===== config.mk =====
export PLATFORM = sky130hd
export DESIGN_NAME = dct_2d_sequencer
export DESIGN_NICKNAME = d
export VERILOG_FILES = /design/src/rtl/dct_2d_sequencer.sv
export SDC_FILE = /design/constraint.sdc
export NUM_CORES = 1
export LEC_CHECK = 0
export ABC_AREA = 1
export CAP_MARGIN = 20
export CORE_ASPECT_RATIO = 1.25
export CORE_MARGIN = 1
export CORE_UTILIZATION = 47
export DETAILED_ROUTE_END_ITERATION = 10
export GPL_TIMING_DRIVEN = 0
export PLACE_DENSITY_LB_ADDON = 0.05
export SYNTH_ARGS = -nofsm -noshare
export SYNTH_HDL_FRONTEND = slang
export SYNTH_SLANG_ARGS = --single-unit

===== constraint.sdc =====
create_clock -name clk -period 1.33 [get_ports clk]
set_input_delay 0.266 -clock clk [delete_from_list [all_inputs] [get_ports clk]]
set_output_delay 0.266 -clock clk [all_outputs]
set_load 0.01 [all_outputs]

===== src/rtl/dct_2d_sequencer.sv =====
// Sequencer for the 8x8 2D DCT: 8 row lines then 8 column lines, ping-ponging
// between RAM banks, with transposed write-back and a WAIT timeout.
module dct_2d_sequencer #(
  parameter int unsigned RD_LAT  = 1,
  parameter int unsigned TIMEOUT = 255
) (
  input  logic       clk,
  input  logic       clr,
  input  logic       start,
  output logic       busy,
  output logic       frame_done,
  output logic       err,
  output logic [6:0] ram_addr,
  output logic       ram_cs,
  output logic       ram_read,
  output logic       ram_write,
  output logic [2:0] in_sel,
  output logic       in_load,
  output logic       dct_start,
  input  logic       dct_done,
  output logic       out_load,
  output logic [2:0] out_sel,
  output logic       pass
);

  localparam int unsigned TW = $clog2(TIMEOUT + 1);

  typedef enum logic [3:0] {
    S_IDLE, S_RD, S_FILL, S_GO, S_WAIT, S_LATCH, S_WR, S_NEXT, S_DONE
  } state_t;

  state_t          state, state_d;
  logic [2:0]      line, line_d, k, k_d;
  logic            pass_d, err_d;
  logic [TW-1:0]   tcnt, tcnt_d;
  logic            busy_d, frame_done_d, ram_read_d, ram_write_d;
  logic            dct_start_d, out_load_d;
  logic [6:0]      ram_addr_d;
  logic [2:0]      out_sel_d;

  // Read-return pipeline: in_load/in_sel trail each ram_read by RD_LAT cycles.
  logic            pv [RD_LAT];
  logic [2:0]      pk [RD_LAT];

  assign in_load = pv[RD_LAT-1];
  assign in_sel  = pk[RD_LAT-1];

  always_ff @(posedge clk) begin
    if (clr) begin
      for (int i = 0; i < int'(RD_LAT); i++) begin
        pv[i] <= 1'b0;
        pk[i] <= 3'd0;
      end
    end else begin
      pv[0] <= ram_read;
      pk[0] <= ram_read ? ram_addr[2:0] : 3'd0;
      for (int i = 1; i < int'(RD_LAT); i++) begin
        pv[i] <= pv[i-1];
        pk[i] <= pk[i-1];
      end
    end
  end

  // Next state, counters, and next values of the registered outputs.
  always_comb begin
    state_d = state;
    line_d  = line;
    k_d     = k;
    pass_d  = pass;
    tcnt_d  = tcnt;
    err_d   = err;
    case (state)
      S_IDLE: begin
        if (start) begin
          state_d = S_RD;
          line_d  = 3'd0;
          k_d     = 3'd0;
          pass_d  = 1'b0;
          err_d   = 1'b0;
        end
      end
      S_RD: begin
        k_d = 3'(k + 3'd1);
        if (k == 3'd7) state_d = S_FILL;
      end
      S_FILL: begin
        if (in_load && (in_sel == 3'd7)) state_d = S_GO;
      end
      S_GO: begin
        state_d = S_WAIT;
        tcnt_d  = '0;
      end
      S_WAIT: begin
        if (dct_done) begin
          state_d = S_LATCH;
        end else if (tcnt == TW'(TIMEOUT - 1)) begin
          state_d = S_IDLE;
          err_d   = 1'b1;
        end else begin
          tcnt_d = TW'(tcnt + TW'(1));
        end
      end
      S_LATCH: begin
        state_d = S_WR;
        k_d     = 3'd0;
      end
      S_WR: begin
        k_d = 3'(k + 3'd1);
        if (k == 3'd7) state_d = S_NEXT;
      end
      S_NEXT: begin
        line_d = 3'(line + 3'd1);
        k_d    = 3'd0;
        if (line != 3'd7) begin
          state_d = S_RD;
        end else if (!pass) begin
          state_d = S_RD;
          pass_d  = 1'b1;
        end else begin
          state_d = S_DONE;
        end
      end
      S_DONE:  state_d = S_IDLE;
      default: state_d = S_IDLE;
    endcase

    busy_d       = (state_d != S_IDLE);
    frame_done_d = (state_d == S_DONE);
    ram_read_d   = (state_d == S_RD);
    ram_write_d  = (state_d == S_WR);
    dct_start_d  = (state_d == S_GO);
    out_load_d   = (state_d == S_LATCH);
    out_sel_d    = ram_write_d ? k_d : 3'd0;
    ram_addr_d   = 7'd0;
    if (ram_read_d)  ram_addr_d = {pass_d, line_d, k_d};
    if (ram_write_d) ram_addr_d = {~pass_d, k_d, line_d};
  end

  always_ff @(posedge clk) begin
    if (clr) begin
      state      <= S_IDLE;
      line       <= 3'd0;
      k          <= 3'd0;
      pass       <= 1'b0;
      tcnt       <= '0;
      err        <= 1'b0;
      busy       <= 1'b0;
      frame_done <= 1'b0;
      ram_addr   <= 7'd0;
      ram_cs     <= 1'b0;
      ram_read   <= 1'b0;
      ram_write  <= 1'b0;
      dct_start  <= 1'b0;
      out_load   <= 1'b0;
      out_sel    <= 3'd0;
    end else begin
      state      <= state_d;
      line       <= line_d;
      k          <= k_d;
      pass       <= pass_d;
      tcnt       <= tcnt_d;
      err        <= err_d;
      busy       <= busy_d;
      frame_done <= frame_done_d;
      ram_addr   <= ram_addr_d;
      ram_cs     <= ram_read_d | ram_write_d;
      ram_read   <= ram_read_d;
      ram_write  <= ram_write_d;
      dct_start  <= dct_start_d;
      out_load   <= out_load_d;
      out_sel    <= out_sel_d;
    end
  end

endmodule

# After elaboration in Yosys (flattened, before gate mapping)
# Memory sizes are Yosys's and may differ from the RTL's.
# Index checks and enable logic that the tools add are counted.
dict set report totals {
  ram_bits 4
  reg_bits 37
  mem_count 2
}
# memory words word_bits rd rd_clocked_by_memory_dff wr line_no
set mem_list {}
lappend mem_list {pk 1 3 1 0 1 43} ;# logic [2:0] pk [RD_LAT];
lappend mem_list {pv 1 1 1 0 1 42} ;# logic pv [RD_LAT];
dict set report classes {
  n_addsub 3
  n_eq_ne 20
  reduce_logical 12
  n_mux 33
  n_bitwise 3
}
# cell n
set op_table {}
lappend op_table {{$mux 4} 8}
lappend op_table {{$pmux 4 s8} 1}
lappend op_table {{$eq 4x3->1 const B} 6}
lappend op_table {{$mux 8} 2}
lappend op_table {{$pmux 8 s2} 1}
lappend op_table {{$mux 7} 2}
lappend op_table {{$eq 4x2->1 const B} 3}
lappend op_table {{$mux 3} 4}
lappend op_table {{$mux 1} 11}
lappend op_table {{$pmux 3 s3} 1}
lappend op_table {{$add 8x1->8 const B} 1}
lappend op_table {{$eq 4x1->1 const B} 2}
lappend op_table {{$eq 8x8->1 const B} 1}
lappend op_table {{$ne 2x2->1 const B} 4}
lappend op_table {{$add 3x1->3 const B} 2}
lappend op_table {{$eq 3x3->1 const B} 2}
lappend op_table {{$pmux 3 s2} 1}
lappend op_table {{$reduce_or 2->1} 3}
lappend op_table {{$eq 4x4->1 const B} 1}
lappend op_table {{$logic_not 4->1} 1}
lappend op_table {{$pmux 1 s2} 2}
lappend op_table {{$reduce_and 4->1} 1}
lappend op_table {{$reduce_bool 2->1} 2}
lappend op_table {{$reduce_bool 4->1} 1}
lappend op_table {{7 further kinds} 8}

# Logic depth before layout (Yosys ltp)
# Gate-level depths: netlist (run 1).
dict set report logic_depth {
  ltp_word 7
  depth_mapped 12
}

# Worst setup path after synthesis (run 1)
# Ideal clock, no wire load.
dict set report synth_timing {
  kind {reg2reg}
  startpoint {register k[0]}
  endpoint {register ram_addr[4]}
  stages_incl_launch_ff 11
  setup_slack_ns -0.118
  t_arrival_ns 1.390
  path_buffers 0
  setup_time_ns 0.058
  path_cell_list {dfxtp_1 > ha_1 > ha_1 > inv_1 > nor2_1 > or2_1 > nor2_2 > nand2_2 > inv_2 > nand2_1 > nand2_1}
}
dict set report synth_via {
  elab_chain_cells 6
}
# item line_no
set synth_rtl {}
lappend synth_rtl {{from (decl)} 33} ;# logic [2:0] line, line_d, k, k_d;
lappend synth_rtl {{from (signal assigned)} 159} ;# k <= k_d;
lappend synth_rtl {{$eq 3x3->1} {84, 109}}
lappend synth_rtl {{$mux 4, on equally long branches} {109, 84}}
lappend synth_rtl {{$pmux 4 s8} 72} ;# case (state)
lappend synth_rtl {{$eq 4x1->1} 129} ;# ram_read_d = (state_d == S_RD);
lappend synth_rtl {{$mux 7} 135} ;# if (ram_read_d) ram_addr_d = {pass_d, line_d, k_d};
lappend synth_rtl {{$mux 7 (*)} 136} ;# if (ram_write_d) ram_addr_d = {~pass_d, k_d, line_d};
lappend synth_rtl {{to (signal assigned)} 165} ;# ram_addr <= ram_addr_d;
lappend synth_rtl {{to (decl)} 13} ;# output logic [6:0] ram_addr,
# Every way passes the cells marked *; elsewhere a longest branch is shown, timed or not.
# A chain may end at the register's enable or synchronous reset.

# Worst setup path in the final report (run 1)
dict set report layout_timing {
  startpoint {register k[1]}
  endpoint {register ram_addr[1]}
}
# Same word-level chain as after synthesis.

==> results of run 1 <==
-- power by group through the flow --
stage,logic (µW),clock network [µW],registers [µW]
floorplan,89.4,0,1300
global placement,158,0,1290
detailed placement,159,0,1290
CTS,179,1040,1260
global route,229,1080,1260
finish,211,1020,1260
-- layout by cell type (no fill, tap or decap), types with 2 or more instances in the layout --
cell,netlist,layout
nor3_1,3,3
nand3_2,1,6
nand2_1,56,37
clkdlybuf4s50_1,0,2
nand2_2,6,17
clkbuf_8,0,6
a21oi_1,10,7
buf_6,1,8
o21ai_1,2,5
nand3_4,0,3
inv_2,2,6
o21ai_0,9,3
buf_4,0,10
inv_4,0,4
a21oi_2,2,5
nor2_1,24,16
ha_4,0,5
dfxtp_2,0,9
dfxtp_1,41,28
dlygate4sd2_1,0,23
inv_1,29,21
dfxtp_4,0,4
o21ai_2,0,2
nor2_4,2,15
nor2_2,9,4
clkbuf_1,1,2
nand3_1,14,6
nand4_1,2,2
nand2_4,0,7
-- sequential cells by signal (all words and copies together) (netlist names) --
signal,flops
out_load,1
pass,1
tcnt,8
ram_write,1
line,3
pv,1
dct_start,1
ram_addr,7
ram_read,1
k,3
err,1
out_sel,3
ram_cs,1
busy,1
pk,3
state,4
frame_done,1
-- kinds of logic after synthesis --
group	synth area share
adder cells (fa/ha/maj)	0.04304
AND/OR/NAND/NOR	0.3171
buffers and inverters	0.07747
XOR/XNOR	0.005022
flip-flops	0.4706
AO/OA/AOI/OAI	0.08681
-- cell type report --
cell class | instances | share of cell area
plain buffers | 3 | 0.006990
clock buffers | 7 | 0.03215
clock inverters | 1 | 0.01118
inverters | 31 | 0.04706
multi-input cells | 155 | 0.4217
flip-flops and latches | 41 | 0.3155
well taps | 39 | 0.01817
repair buffers | 43 | 0.1473
-- path summary, 6_finish.rpt --
check | start | to | slack (ns) | depth (start not counted)
worst max-delay path | k[1] | ram_addr[1] | -0.17 | 10
worst min-delay path | ram_addr[1] | pk[0][1] | 0.43 | 2
worst min register to register | ram_addr[1] | pk[0][1] | 0.43 | 2
worst max register to register | k[1] | ram_addr[1] | -0.17 | 10
-- critical path: stages, from the launching register on --
cell	delay, ns
dfxtp_2	0.36
ha_4	0.14
ha_4	0.15
inv_4	0.04
nand3_2	0.07
nand3_2	0.08
nor2_4	0.19
nand2_4	0.13
nor2_4	0.13
nand2_1	0.08
o21ai_1	0.07
-- per-stage QoR --
step                      setup TNS [ns]  area [µm²]  total power [µW]
final                             -2.663        2685              2493
after global routing              -4.970        2685              2571
after CTS                         -2.163        2507              2484
after detailed placement          -7.102        2133              1453
after global placement            -7.192        2133              1453
after floorplan                 -0.01509        1834              1391
-- timing repair --
action                                  in CTS  in global routing
resized for setup                           82                 39
pin swaps                                   18                 21
endpoints found under the setup margin      50                 30
setup buffers                               12                  5
cloned                                       1                  0
-- routing by layer --
metal  wire length [µm]  vias to the layer above  GRT usage
li1                   -                      822          -
met1               1642                      726     0.2432
met2               2446                       28     0.3987
met3                101                       16    0.05000
met4                132                        0    0.06775
met5                  0                        -          0
==> reports/qor.yml, run 1 <==
synth_edf_count: 0
synth.most_common_cell: "nand2_1"
netlist_area_um2: 1744
clockPowerShare: 0.409
cp_max_fo: 5
ys_async_sr_fraction: 0
num_rows: 24
grt_antenna_before_repair: 0
worst_slew_pin_slew_ns: 0.6127
clk_latency_ns: 0.29
syn_area_per_cell_um2: 7.583
cts_buffers: 5
synthTopCellsByArea: "dfxtp_1 47%, nand2_1 12%, inv_1 6.2%"
rsz0062_at_grt: "true"
path_clk_slew_ns: 0.07
grt_max_degree: 13
seq_area_um2: 847.1
syn-num-nets: 240
worstSetupStartpointType: "flop"
irDropWorstVdd_mv: 0.8997
holdWs_ns: 0.4310
ys_seq_area_frac: 0.4706
syn_to_final_growth_pct: 53.95
synth.distinct_cells: 28
setup_ws_ns: -0.1691
post-dp-hpwl_um: 2689
sw_frac_of_total: 0.2225
grt_overflow: 0
required_ns: 1.55
ys_ff_latch: 41
clk_path_buf_depth: 2
clkSinkCount: 41
cts_tree: "built"
wirelength_um: 4323
dieHeight_um: 70.11
hold_class: "flop to flop"
via_per_inst: 4.975
finalClockSkew_ns: 0.004671
synth-main-ff-cell: "dfxtp_1"
gp_congestion: 0.8481
final_nets: 290
instances_no_fill: 320
htree_levels: 2
hold_buffers: 0
arrival_ns: 1.72
p_switching_uw: 554.6
dp_cells: 294
first_pass_iters: 4
start_util: 0.4964
drive_above_1_share: 0.4199
grt_pass1_vias: 1530
violations: "negative setup slack"
critical_path_class: "flop to flop"
cp-end-kind: "flop"
syn_inst: 230
die_w_um: 56.49
maxSlewViolCount: 0
status: "finished with violations"
gr-usage-all-layers: 0.2173
port_buffers: 25
coreArea_um2: 3513
dr.first_iter.drc_count: 50
pin_count: 27
ys.warnings.count: 0
powerDensity_nw_per_um2: 928.5
leakage_uw: 0.001282
fill_cells: 256
p_int_uw: 1938
hold_viol: 0
synth.top_cell.area_share: 0.4706
synth_top_area_cell: "dfxtp_1"
yosys-top-cells-count: "56 x nand2_1, 41 x dfxtp_1, 29 x inv_1, 24 x nor2_1, 14 x nand3_1"
place_ws_ns: -0.3614
period_minus_slack_ns: 1.499
drc: 0
p_comb_frac: 0.085
via_count: 1592
seqPwrFrac: 0.506
wl_per_cell_um: 13.51
n_antenna_cell: 0
maxCapViolCount: 0
fin_util: 0.7642
root_buffer: "clkbuf_8"
multiInputGateArea_um2: 1132
post-route-period-util: 1.127
finalSetupViolCount: 24
slew_headroom: 0.5915
fmaxAchievable_mhz: 667.1
dieArea_um2: 3960
grt_pass1_wl_um: 6789
postRouteAntennaNets: 0
(Power assumes the default switching activity.)
==> inputs of run 2 (changes only) <==
--- a/config.mk
+++ b/config.mk
@@ -7,8 +7,6 @@
 export LEC_CHECK = 0
 export ABC_AREA = 1
 export CAP_MARGIN = 20
-export CORE_ASPECT_RATIO = 1.25
-export CORE_MARGIN = 1
 export CORE_UTILIZATION = 47
 export DETAILED_ROUTE_END_ITERATION = 10
 export GPL_TIMING_DRIVEN = 0
==> constraint.sdc (replaced) <==
create_clock -name clk -period 1.3 [get_ports clk]
set_input_delay 0.26 -clock clk [delete_from_list [all_inputs] [get_ports clk]]
set_output_delay 0.26 -clock clk [all_outputs]
set_load 0.01 [all_outputs]
==> run 2 against run 1 <==
Against the previous run:
- the run still ends with negative setup slack left
- clock skew grew 0.0028 ns
- first-iteration DRC count is 32% higher
- count of clock-buffer cells in the layout decreased by 2
==> reports/qor.yml, run 2 (synthesis gave the netlist of run 1 again) <==
finalSetupViolCount: 24  # unchanged
regMostFlops: "tcnt"  # unchanged
reg_top3: "tcnt (8), ram_addr (7), state (4)"  # unchanged
post-route-period-util: 1.171  # was 1.127
drc: 0  # unchanged
crit_family: "simple AND/OR/NAND/NOR gates"  # unchanged
critPathBufInv: 2  # was 1
cts_tree: "built"  # unchanged
place_ws_ns: -0.3456  # was -0.3614 ns
drive_above_1_share: 0.4128  # was 0.4199
finalClockSkew_ns: 0.007488  # was 0.004671 ns
grt_pass1_vias: 1572  # was 1530
irDropWorstVdd_mv: 0.6635  # was 0.8997 mV
fmaxAchievable_mhz: 657.0  # was 667.1 MHz
wirelength_um: 4337  # was 4323 µm
start_util: 0.5067  # was 0.4964
wl_per_cell_um: 13.26  # was 13.51 µm
pin_count: 27  # unchanged
gp_congestion: 0.7942  # was 0.8481
critical_path_class: "flop to flop"  # unchanged
hold_viol: 0  # unchanged
largest_register_ffs: 8  # unchanged
required_ns: 1.55  # about the same
grt_pass1_wl_um: 6893  # was 6789 µm
slowest_stage: "dfxtp_2"  # unchanged
grt_overflow: 0  # unchanged
hold_buffers: 0  # unchanged
holdWs_ns: 0.4246  # was 0.4310 ns
port_buffers: 25  # unchanged
fin_area_um2: 2696  # was 2685 µm²
maxCapViolCount: 0  # unchanged
dieArea_um2: 3959  # was 3960 µm²
first_pass_iters: 4  # unchanged
final_nets: 290  # unchanged
setup_ws_ns: -0.2220  # was -0.1691 ns
period_minus_slack_ns: 1.522  # was 1.499 ns
maxSlewViolCount: 0  # unchanged
postRouteAntennaNets: 0  # unchanged
status: "finished with violations"  # unchanged
fin_util: 0.7834  # was 0.7642
path_clk_slew_ns: 0.09  # was 0.07 ns
worstSetupStartpointType: "flop"  # unchanged
clk_latency_ns: 0.29  # about the same
num_rows: 21  # was 24
cts_buffers: 5  # unchanged
via_per_inst: 4.911  # was 4.975
leakage_uw: 0.001288  # was 0.001282 µW
clk_path_buf_depth: 2  # unchanged
via_count: 1606  # was 1592
finalPower_uw: 2758  # was 2493 µW
post-dp-hpwl_um: 2546  # was 2689 µm
place_area_um2: 2147  # was 2133 µm²
clkSinkCount: 41  # unchanged
slew_headroom: 0.5921  # was 0.5915
grt_max_degree: 15  # was 13
worst_slew_pin_slew_ns: 0.6119  # was 0.6127 ns
die_w_um: 62.92  # was 56.49 µm
worstPathCellList: "ha_4, ha_4, nand3_2, nand3_2, nor2_4, nand2_4, inv_4, buf_12, nand2_1, nand2_1"  # was ha_4, ha_4, inv_4, nand3_2, nand3_2, nor2_4, nand2_4, nor2_4, nand2_1, o21ai_1
grt_antenna_before_repair: 0  # unchanged
rsz0062_at_grt: "true"  # unchanged
violations: "negative setup slack"  # unchanged
root_buffer: "clkbuf_8"  # unchanged
cp-end-kind: "flop"  # unchanged
n_antenna_cell: 0  # unchanged
max_stage_delay_ns: 0.36  # about the same
cp_max_fo: 5  # unchanged
dr.first_iter.drc_count: 66  # was 50
gr-usage-all-layers: 0.2250  # was 0.2173
dieHeight_um: 62.92  # was 70.11 µm
hold_class: "flop to flop"  # unchanged
mostFrequentLayoutCell: "nand2_1"  # unchanged
final_cell_mix: "41 x nand2_1, 27 x dfxtp_1, 23 x dlygate4sd2_1"  # was 37 x nand2_1, 28 x dfxtp_1, 23 x dlygate4sd2_1
coreArea_um2: 3442  # was 3513 µm²
powerDensity_nw_per_um2: 1023  # was 928.5 nW/µm²
htree_levels: 2  # unchanged
arrival_ns: 1.77  # was 1.72 ns
syn_to_final_growth_pct: 54.59  # was 53.95%
## run 2: cell types whose count changed in the layout (fill, tap and decap cells not counted), moves of 2 or more
cell and change:
nand2_2 -5, nand2_1 +4, buf_6 -3, o21ai_1 +3, buf_4 +2, nand2_4 +2, nand3_2 +2, o21ai_0 -2
## run 2: metal layers
metal / GRT usage / vias up / wire, µm
met5: 0 / - / 0
met4: 0.08721 / 0 / 59
met3: 0.04015 / 6 / 155
met2: 0.3898 / 32 / 2149
met1: 0.2729 / 741 / 1972
li1: - / 827 / -
## run 2: worst min-delay path: cells and delay by family, from the launching register on
family	cells	cell delay (ns)
flip-flops	1	0.31
buffers and inverters	1	0.04
AND/OR/NAND/NOR	1	0.03
## run 2: cell type report
type,count,area [µm²]
plain buffers,3,18.77
clock buffers,5,68.82
clock inverters,3,68.82
fillers,242,745.7
inverters,31,123.9
multi-input cells,155,1114
flip-flops and latches,41,848.3
well taps,46,57.56
repair buffers,43,396.6
## run 2: repair_timing
| action | 4_1_cts | 5_1_grt |
|---|---|---|
| gates resized for setup | 68 | 47 |
| pin swaps | 21 | 7 |
| endpoints found under the setup margin | 52 | 31 |
| cloned | 1 | 0 |
| setup buffers | 12 | 6 |
| hold endpoints to repair | 0 | 0 |
## run 2: power breakdown
group          switching (µW)  internal [µW]  total (µW)
combinational             133           84.0         217
clock                     474            773        1250
sequential               20.9           1270        1290
## run 2: final timing paths
path                                   from           to  slack [ns]  cells after the start
worst max-delay path                   k[0]  ram_addr[0]       -0.22                     10
worst min-delay path            ram_addr[0]     pk[0][0]        0.42                      2
worst max register to register         k[0]  ram_addr[0]       -0.22                     10
worst min register to register  ram_addr[0]     pk[0][0]        0.42                      2
## run 2: stage by stage
step                cells  setup TNS, ns
finish                327         -3.697
global route          327         -5.815
CTS                   322         -2.956
detailed placement    301         -8.300
global placement      301         -8.195
floorplan             230        -0.2503
